$ cat config.mk
export PLATFORM = sky130hd
export DESIGN_NAME = input_port_controller
export DESIGN_NICKNAME = d
export VERILOG_FILES = /design/src/rtl/input_port_controller_pkg.sv /design/src/rtl/input_port_controller_button_debouncer.sv /design/src/rtl/input_port_controller.sv
export SDC_FILE = /design/constraint.sdc
export NUM_CORES = 1
export LEC_CHECK = 0
export CAP_MARGIN = 20
export CORE_MARGIN = 4
export CORE_UTILIZATION = 42
export DETAILED_ROUTE_END_ITERATION = 10
export MAX_ROUTING_LAYER = met4
export PLACE_DENSITY_LB_ADDON = 0.25
export SYNTH_ARGS = -nofsm -noshare
export SYNTH_HDL_FRONTEND = slang
export SYNTH_SLANG_ARGS = --single-unit
$ cat constraint.sdc
create_clock -name clock -period 1.55 [get_ports clock]
set_input_delay 0.155 -clock clock [delete_from_list [all_inputs] [get_ports clock]]
set_output_delay 0.155 -clock clock [all_outputs]
set_load 0.03 [all_outputs]
$ cat src/rtl/input_port_controller_pkg.sv
// Shared definitions for the IN-instruction input port: FSM encoding and the
// write-back select code that routes data_input into the register file.
package input_port_controller_pkg;

  typedef enum logic [1:0] {
    IDLE         = 2'd0,
    WAIT_PRESS   = 2'd1,
    DONE         = 2'd2,
    WAIT_RELEASE = 2'd3
  } ipc_state_e;

  localparam logic [2:0] WB_SEL_IN = 3'd3;

  function automatic logic is_in_select(input logic [2:0] sel);
    return sel == WB_SEL_IN;
  endfunction

endpackage

$ cat src/rtl/input_port_controller_button_debouncer.sv
// Confirm-button conditioning: two-flop synchroniser, stable-sample counter,
// debounced level and a one-cycle pulse on its rising edge.
module button_debouncer
  import input_port_controller_pkg::*;
#(
  parameter int DEBOUNCE_CYCLES = 500000
) (
  input  logic clock,
  input  logic reset,
  input  logic button_raw,
  output logic debounced,
  output logic press_pulse
);

  localparam int CW = (DEBOUNCE_CYCLES > 1) ? $clog2(DEBOUNCE_CYCLES) : 1;
  localparam logic [CW-1:0] CNT_LAST = CW'(DEBOUNCE_CYCLES - 1);

  logic          sync1_q, sync1_d;
  logic          sync2_q, sync2_d;
  logic          deb_q, deb_d;
  logic          deb_prev_q, deb_prev_d;
  logic [CW-1:0] cnt_q, cnt_d;

  always_comb begin
    sync1_d    = button_raw;
    sync2_d    = sync1_q;
    deb_d      = deb_q;
    deb_prev_d = deb_q;
    cnt_d      = '0;
    // Counter only runs while the synchronised level disagrees; any agreement restarts it.
    if (sync2_q != deb_q) begin
      if (cnt_q == CNT_LAST) begin
        deb_d = sync2_q;
      end else begin
        cnt_d = cnt_q + 1'b1;
      end
    end
  end

  always_ff @(posedge clock) begin
    if (!reset) begin
      sync1_q    <= 1'b0;
      sync2_q    <= 1'b0;
      deb_q      <= 1'b0;
      deb_prev_q <= 1'b0;
      cnt_q      <= '0;
    end else begin
      sync1_q    <= sync1_d;
      sync2_q    <= sync2_d;
      deb_q      <= deb_d;
      deb_prev_q <= deb_prev_d;
      cnt_q      <= cnt_d;
    end
  end

  assign debounced   = deb_q;
  assign press_pulse = deb_q & ~deb_prev_q;

endmodule

$ cat src/rtl/input_port_controller.sv
// Input port for the IN instruction: stalls the core, captures the switches on a
// debounced button press and releases the core for exactly one commit cycle.
//
// state        | meaning
// IDLE         | no IN pending
// WAIT_PRESS   | IN pending, prompting the user (waiting_led)
// DONE         | word captured, core commits this cycle
// WAIT_RELEASE | waiting for the button to come up before serving another IN
module input_port_controller
  import input_port_controller_pkg::*;
#(
  parameter int DATA_WIDTH      = 32,
  parameter int SW_WIDTH        = 16,
  parameter int DEBOUNCE_CYCLES = 500000
) (
  input  logic                  clock,
  input  logic                  reset,
  input  logic                  input_request,
  input  logic [SW_WIDTH-1:0]   switches,
  input  logic                  button_raw,
  output logic [DATA_WIDTH-1:0] data_input,
  output logic                  input_stall,
  output logic                  input_valid,
  output logic                  waiting_led
);

  ipc_state_e            state_q, state_d;
  logic [DATA_WIDTH-1:0] data_q, data_d;
  logic                  debounced;
  logic                  press_pulse;

  button_debouncer #(
    .DEBOUNCE_CYCLES(DEBOUNCE_CYCLES)
  ) u_debouncer (
    .clock      (clock),
    .reset      (reset),
    .button_raw (button_raw),
    .debounced  (debounced),
    .press_pulse(press_pulse)
  );

  always_comb begin
    state_d     = state_q;
    data_d      = data_q;
    input_valid = 1'b0;
    waiting_led = 1'b0;
    unique case (state_q)
      IDLE: begin
        // A press arriving together with the request is deliberately not looked at here.
        if (input_request) state_d = WAIT_PRESS;
      end
      WAIT_PRESS: begin
        waiting_led = 1'b1;
        if (press_pulse) begin
          data_d  = DATA_WIDTH'(switches);
          state_d = DONE;
        end else if (!input_request) begin
          state_d = IDLE;
        end
      end
      DONE: begin
        input_valid = 1'b1;
        state_d     = WAIT_RELEASE;
      end
      WAIT_RELEASE: begin
        if (!debounced) state_d = IDLE;
      end
      default: state_d = IDLE;
    endcase
  end

  always_ff @(posedge clock) begin
    if (!reset) begin
      state_q <= IDLE;
      data_q  <= '0;
    end else begin
      state_q <= state_d;
      data_q  <= data_d;
    end
  end

  assign data_input  = data_q;
  assign input_stall = input_request & (state_q != DONE);

endmodule

# After elaboration in Yosys (flattened, before gate mapping)
# Index checks and enable logic that the tools add are counted.
# classes
eq_ne	9
n_bitwise	5
mux	7
n_addsub	1
reduce_logical	5
# ops
operator	n
19-bit by 1-bit adder with 19-bit output, second input constant	1
19-bit == test, second input constant	1
2-bit 2-to-1 mux	4
2-bit one-hot mux with 4 select lines	1
2-bit inequality test, second input constant	3
2-bit == test, second input constant	2
2-bit AND reduction	2
3-bit inequality test, second input constant	1
1-bit inverter	3
3-bit AND reduction	1
3-bit OR reduction	1
1-bit AND	2
2-bit by 1-bit == test with 1-bit output, second input constant	1
2-bit zero test	1
1-bit 2-to-1 mux	2
1-bit inequality test	1
# word_totals
elab_cells	34
reg_bits	41
in_bits	20
output_inout_bits	35

# Logic depth before layout (Yosys ltp)
# depth
word_depth	4
depth_mapped	6
depth_no_buf	5

# By module
# Synthesis repeated with hierarchy kept, for this count alone.
# unflattened
cells_unflattened	208
hier_area_um2	1881.8
# by_module_without_submodules
mod	area_each_um2	seq_area_each_um2	cells_per_inst	n_inst
button_debouncer	999.7	460.4	110	1
input_port_controller	882.1	360.3	98	1

# Worst setup path after synthesis
# OpenSTA, ideal clock, no wires.
# synth_timing
path_type	register -> register
from	register u_debouncer.cnt_q[0]
to	register u_debouncer.cnt_q[16]
required_ns	1.435
setup_ns	0.115
n_path_buf	1
stages_incl_launch_ff	7
synth_period_minus_slack_ns	1.511
slack_ns	0.039
t_arrival_ns	1.397
cell_sequence	dfxtp_1 ha_1 nand4_2 buf_6 nor4_1 xnor2_1 nor2_1
# synth_between
elab_chain_cells	2
elab_cells_between_ends	3
classes_between	1 x add/sub; 1 x eq/ne; 1 x reduce/logical
# synth_lines
element	line_no	source
start, declared	input_port_controller_button_debouncer.sv:22	logic [CW-1:0] cnt_q, cnt_d;
start signal, assigned	input_port_controller_button_debouncer.sv:52	cnt_q <= cnt_d;
parallel branches: the longest is 2 deep, another holds 19-bit by 1-bit adder with 19-bit output	-	
# Parallel ways; which one is timed is not known.
# A chain may end at the register's enable or synchronous reset.

# Worst setup path in the final report
# layout_timing
from	register u_debouncer.cnt_q[0]
to	register u_debouncer.cnt_q[18]
# The elaborated chain is that of the path after synthesis.

==> results.json <==
{
  "status": "finished clean",
  "place_ws_ns": -0.0242,
  "synthTopCellsByArea": "dfxtp_1, nand2_1, xnor2_1",
  "gp_routability_congestion": 0.850,
  "fin_cells": 316,
  "drv_slew": 0,
  "place_inst": 308,
  "ios": 55,
  "seq_power_share_pct": 56.1,
  "wl_met1_um": 1590,
  "ant_nets": 0,
  "overflow": 0,
  "start_util_pct": 44.3,
  "setup_ws_ns": 0.0852,
  "antenna_found_initial": 0,
  "cp-start-kind": "flop",
  "nNetsFinal": 287,
  "grt_pass1_vias": 1392,
  "wl_um": 3640,
  "drt_pass1_iterations": 5,
  "ys_ff_latch": 41,
  "power_switching_mw": 0.425,
  "crit_family": "simple AND/OR/NAND/NOR gates",
  "finClkSkew_ns": 0.00598,
  "die_h_um": 73.6,
  "dr_total_vias": 1478,
  "die-area_sq_mm": 0.00542,
  "grt_setup_unrepaired": "true",
  "synth_most_common_cell": "dfxtp_1",
  "critPathCaptureType": "flop",
  "p_leak_nw": 0.843,
  "sw_frac_of_total_pct": 22.4,
  "routed.top_layer": "met4",
  "share_comb_of_total_power_pct": 8.1,
  "num_rows": 23,
  "hold_path.class": "input port to flop",
  "viasPerCell": 4.68,
  "place_area_sq_mm": 0.00226,
  "syn_area_sq_mm": 0.00181,
  "n_antenna_cell": 0,
  "timing.critical_path.cells": "ha_1 -> nand4_4 -> nor4_2 -> and3_1 -> nor3_1",
  "die_w_um": 73.6,
  "clk_latency_ns": 0.29,
  "cts_buffer_depth": 2,
  "htree_levels": 2,
  "cts_root_buf": "clkbuf_8",
  "ys_seq_area_share_pct": 45.4,
  "ctsHoldBuffers": 0,
  "worstSetupPathType": "flop to flop",
  "synth_top_cell_by_area": "dfxtp_1",
  "power_frac_clock_pct": 35.8,
  "synth_top_area_share_pct": 45.4,
  "ys_types": 33,
  "setup_viol": 0,
  "crit_arrival_ns": 1.64,
  "clock.fmax_mhz": 683,
  "synth-edff-count": 0,
  "drive_above_1_share_pct": 14.7,
  "area_growth_pct": 32.0,
  "numCtsBuffers": 5,
  "max_stage_delay_ns": 0.37,
  "track_usage_pct": 14.7,
  "met2_length_um": 1780,
  "async_reset_ff_share_pct": 0,
  "critical_path_required_ns": 1.73,
  "vdd_drop_max_v": 0.000463,
  "numClockSinks": 41,
  "grt_max_degree": 19,
  "routedWlPerCell_um": 11.5,
  "drc": 0,
  "crit_fanout": 9,
  "period_needed_ns": 1.46,
  "avgSynthCellArea_sq_um": 8.45,
  "path_buf_inv": 0,
  "timing.hold.ws_ns": 0.407,
  "hold_viol_final": 0,
  "clkTransAtPathRegs_ns": 0.07,
  "slowest_stage": "nor4_2",
  "synth_common_cells": "dfxtp_1, nand2_1, nor2_1",
  "dr_wl_met3_um": 213,
  "final_design_area_no_fill_sq_mm": 0.00239,
  "coreArea_sq_mm": 0.00409,
  "cts_tree": "built",
  "port-buffer-count": 38,
  "grt_first_pass_wirelength_um": 6020,
  "cap_viol_max_count": 0,
  "dpl.hpwl_um": 2610,
  "synth_cells": 214,
  "p_int_mw": 1.48,
  "synth_warnings": 0,
  "powerDensity_mw_per_mm2": 796,
  "drtIter0Drc": 34,
  "period_share_pct": 94.5,
  "ys.flop_type": "dfxtp_1"
}
## worst reg2reg max path, stage by stage, from the launching register on
cell,delay [ns]
dfxtp_2,0.33
ha_1,0.22
nand4_4,0.21
nor4_2,0.37
and3_1,0.19
nor3_1,0.05
## cells in the final DEF, fill, tap and decap left out, types with 2 or more instances in the layout
cell type | synthesis | final
nand2_1 | 38 | 38
dfxtp_1 | 41 | 37
clkdlybuf4s50_1 | 0 | 35
nor2_1 | 28 | 28
a21oi_1 | 18 | 18
conb_1 | 1 | 16
buf_4 | 16 | 15
xnor2_1 | 14 | 14
inv_1 | 7 | 7
clkbuf_8 | 0 | 6
nand3_1 | 6 | 5
nor4_1 | 6 | 4
nor3_1 | 4 | 4
dfxtp_2 | 0 | 4
nor4b_2 | 2 | 3
nand4_1 | 3 | 3
nor2b_1 | 2 | 2
and3_1 | 2 | 2
nor4_2 | 0 | 2
and2_1 | 2 | 2
xor2_1 | 2 | 2
## path summary, 6_finish.rpt
kind / start / end / slack, ns / cells after the start
min: switches[2] / data_input[2] / 0.41 / 3
max reg2reg: u_debouncer.cnt_q[0] / u_debouncer.cnt_q[18] / 0.09 / 5
max: u_debouncer.cnt_q[0] / u_debouncer.cnt_q[18] / 0.09 / 5
min reg2reg: u_debouncer.sync1_q / u_debouncer.sync2_q / 0.45 / 1
## cell type report
class	count	area (sq um)
timing repair buffer	53	497
multi-input combinational	158	890
sequential	41	826
tap	50	62.6
inverter	7	26.3
clock buffer	7	86.3
fill	385	1700
## flip-flops by register name, indices dropped and copies added (netlist names), named ones only
register	count
u_debouncer.sync2_q	1
u_debouncer.deb_prev_q	1
u_debouncer.cnt_q	19
u_debouncer.sync1_q	1
state_q	1
u_debouncer.debounced	1
data_input	16
## power groups by stage
stage	clock network (mW)	registers [mW]	logic, mW
global placement	0	1.09	0.158
finish	0.680	1.07	0.155
detailed placement	0	1.09	0.158
floorplan	0	1.09	0.119
CTS	0.705	1.07	0.156
global route	0.750	1.07	0.165
## through the flow
step | TNS, ns | power, mW | util [%]
after detailed placement | -0.0242 | 1.25 | 55.4
after global routing | -0.00259 | 1.98 | 58.4
after CTS | 0 | 1.93 | 57.6
after floorplan | 0 | 1.21 | -
final | 0 | 1.90 | 58.4
after global placement | 0 | 1.25 | 55.4
## layer usage
layer	track usage, %	vias to the layer above
li1	-	782
met1	17.2	661
met2	23.5	30
met3	3.42	5
met4	7.24	0
met5	-	-
## logic make-up (layout without fill, tap and decap cells)
logic type      Yosys count  in the layout  synth area share (%)
fa+ha+maj                 1              1                 0.691
simple gates            101            101                  27.9
flops                    41             41                  45.4
compound gates           24             24                  7.75
buf+inv                  30             67                  10.4
other cells               1             16                 0.207
xor+xnor                 16             16                  7.75
## timing repair
action,CTS,global route
resized for setup,3,10
setup buffers,0,1
endpoints found under the setup margin,3,8
pin swaps,0,2
No activity file was read; power rests on OpenSTA's default activity.
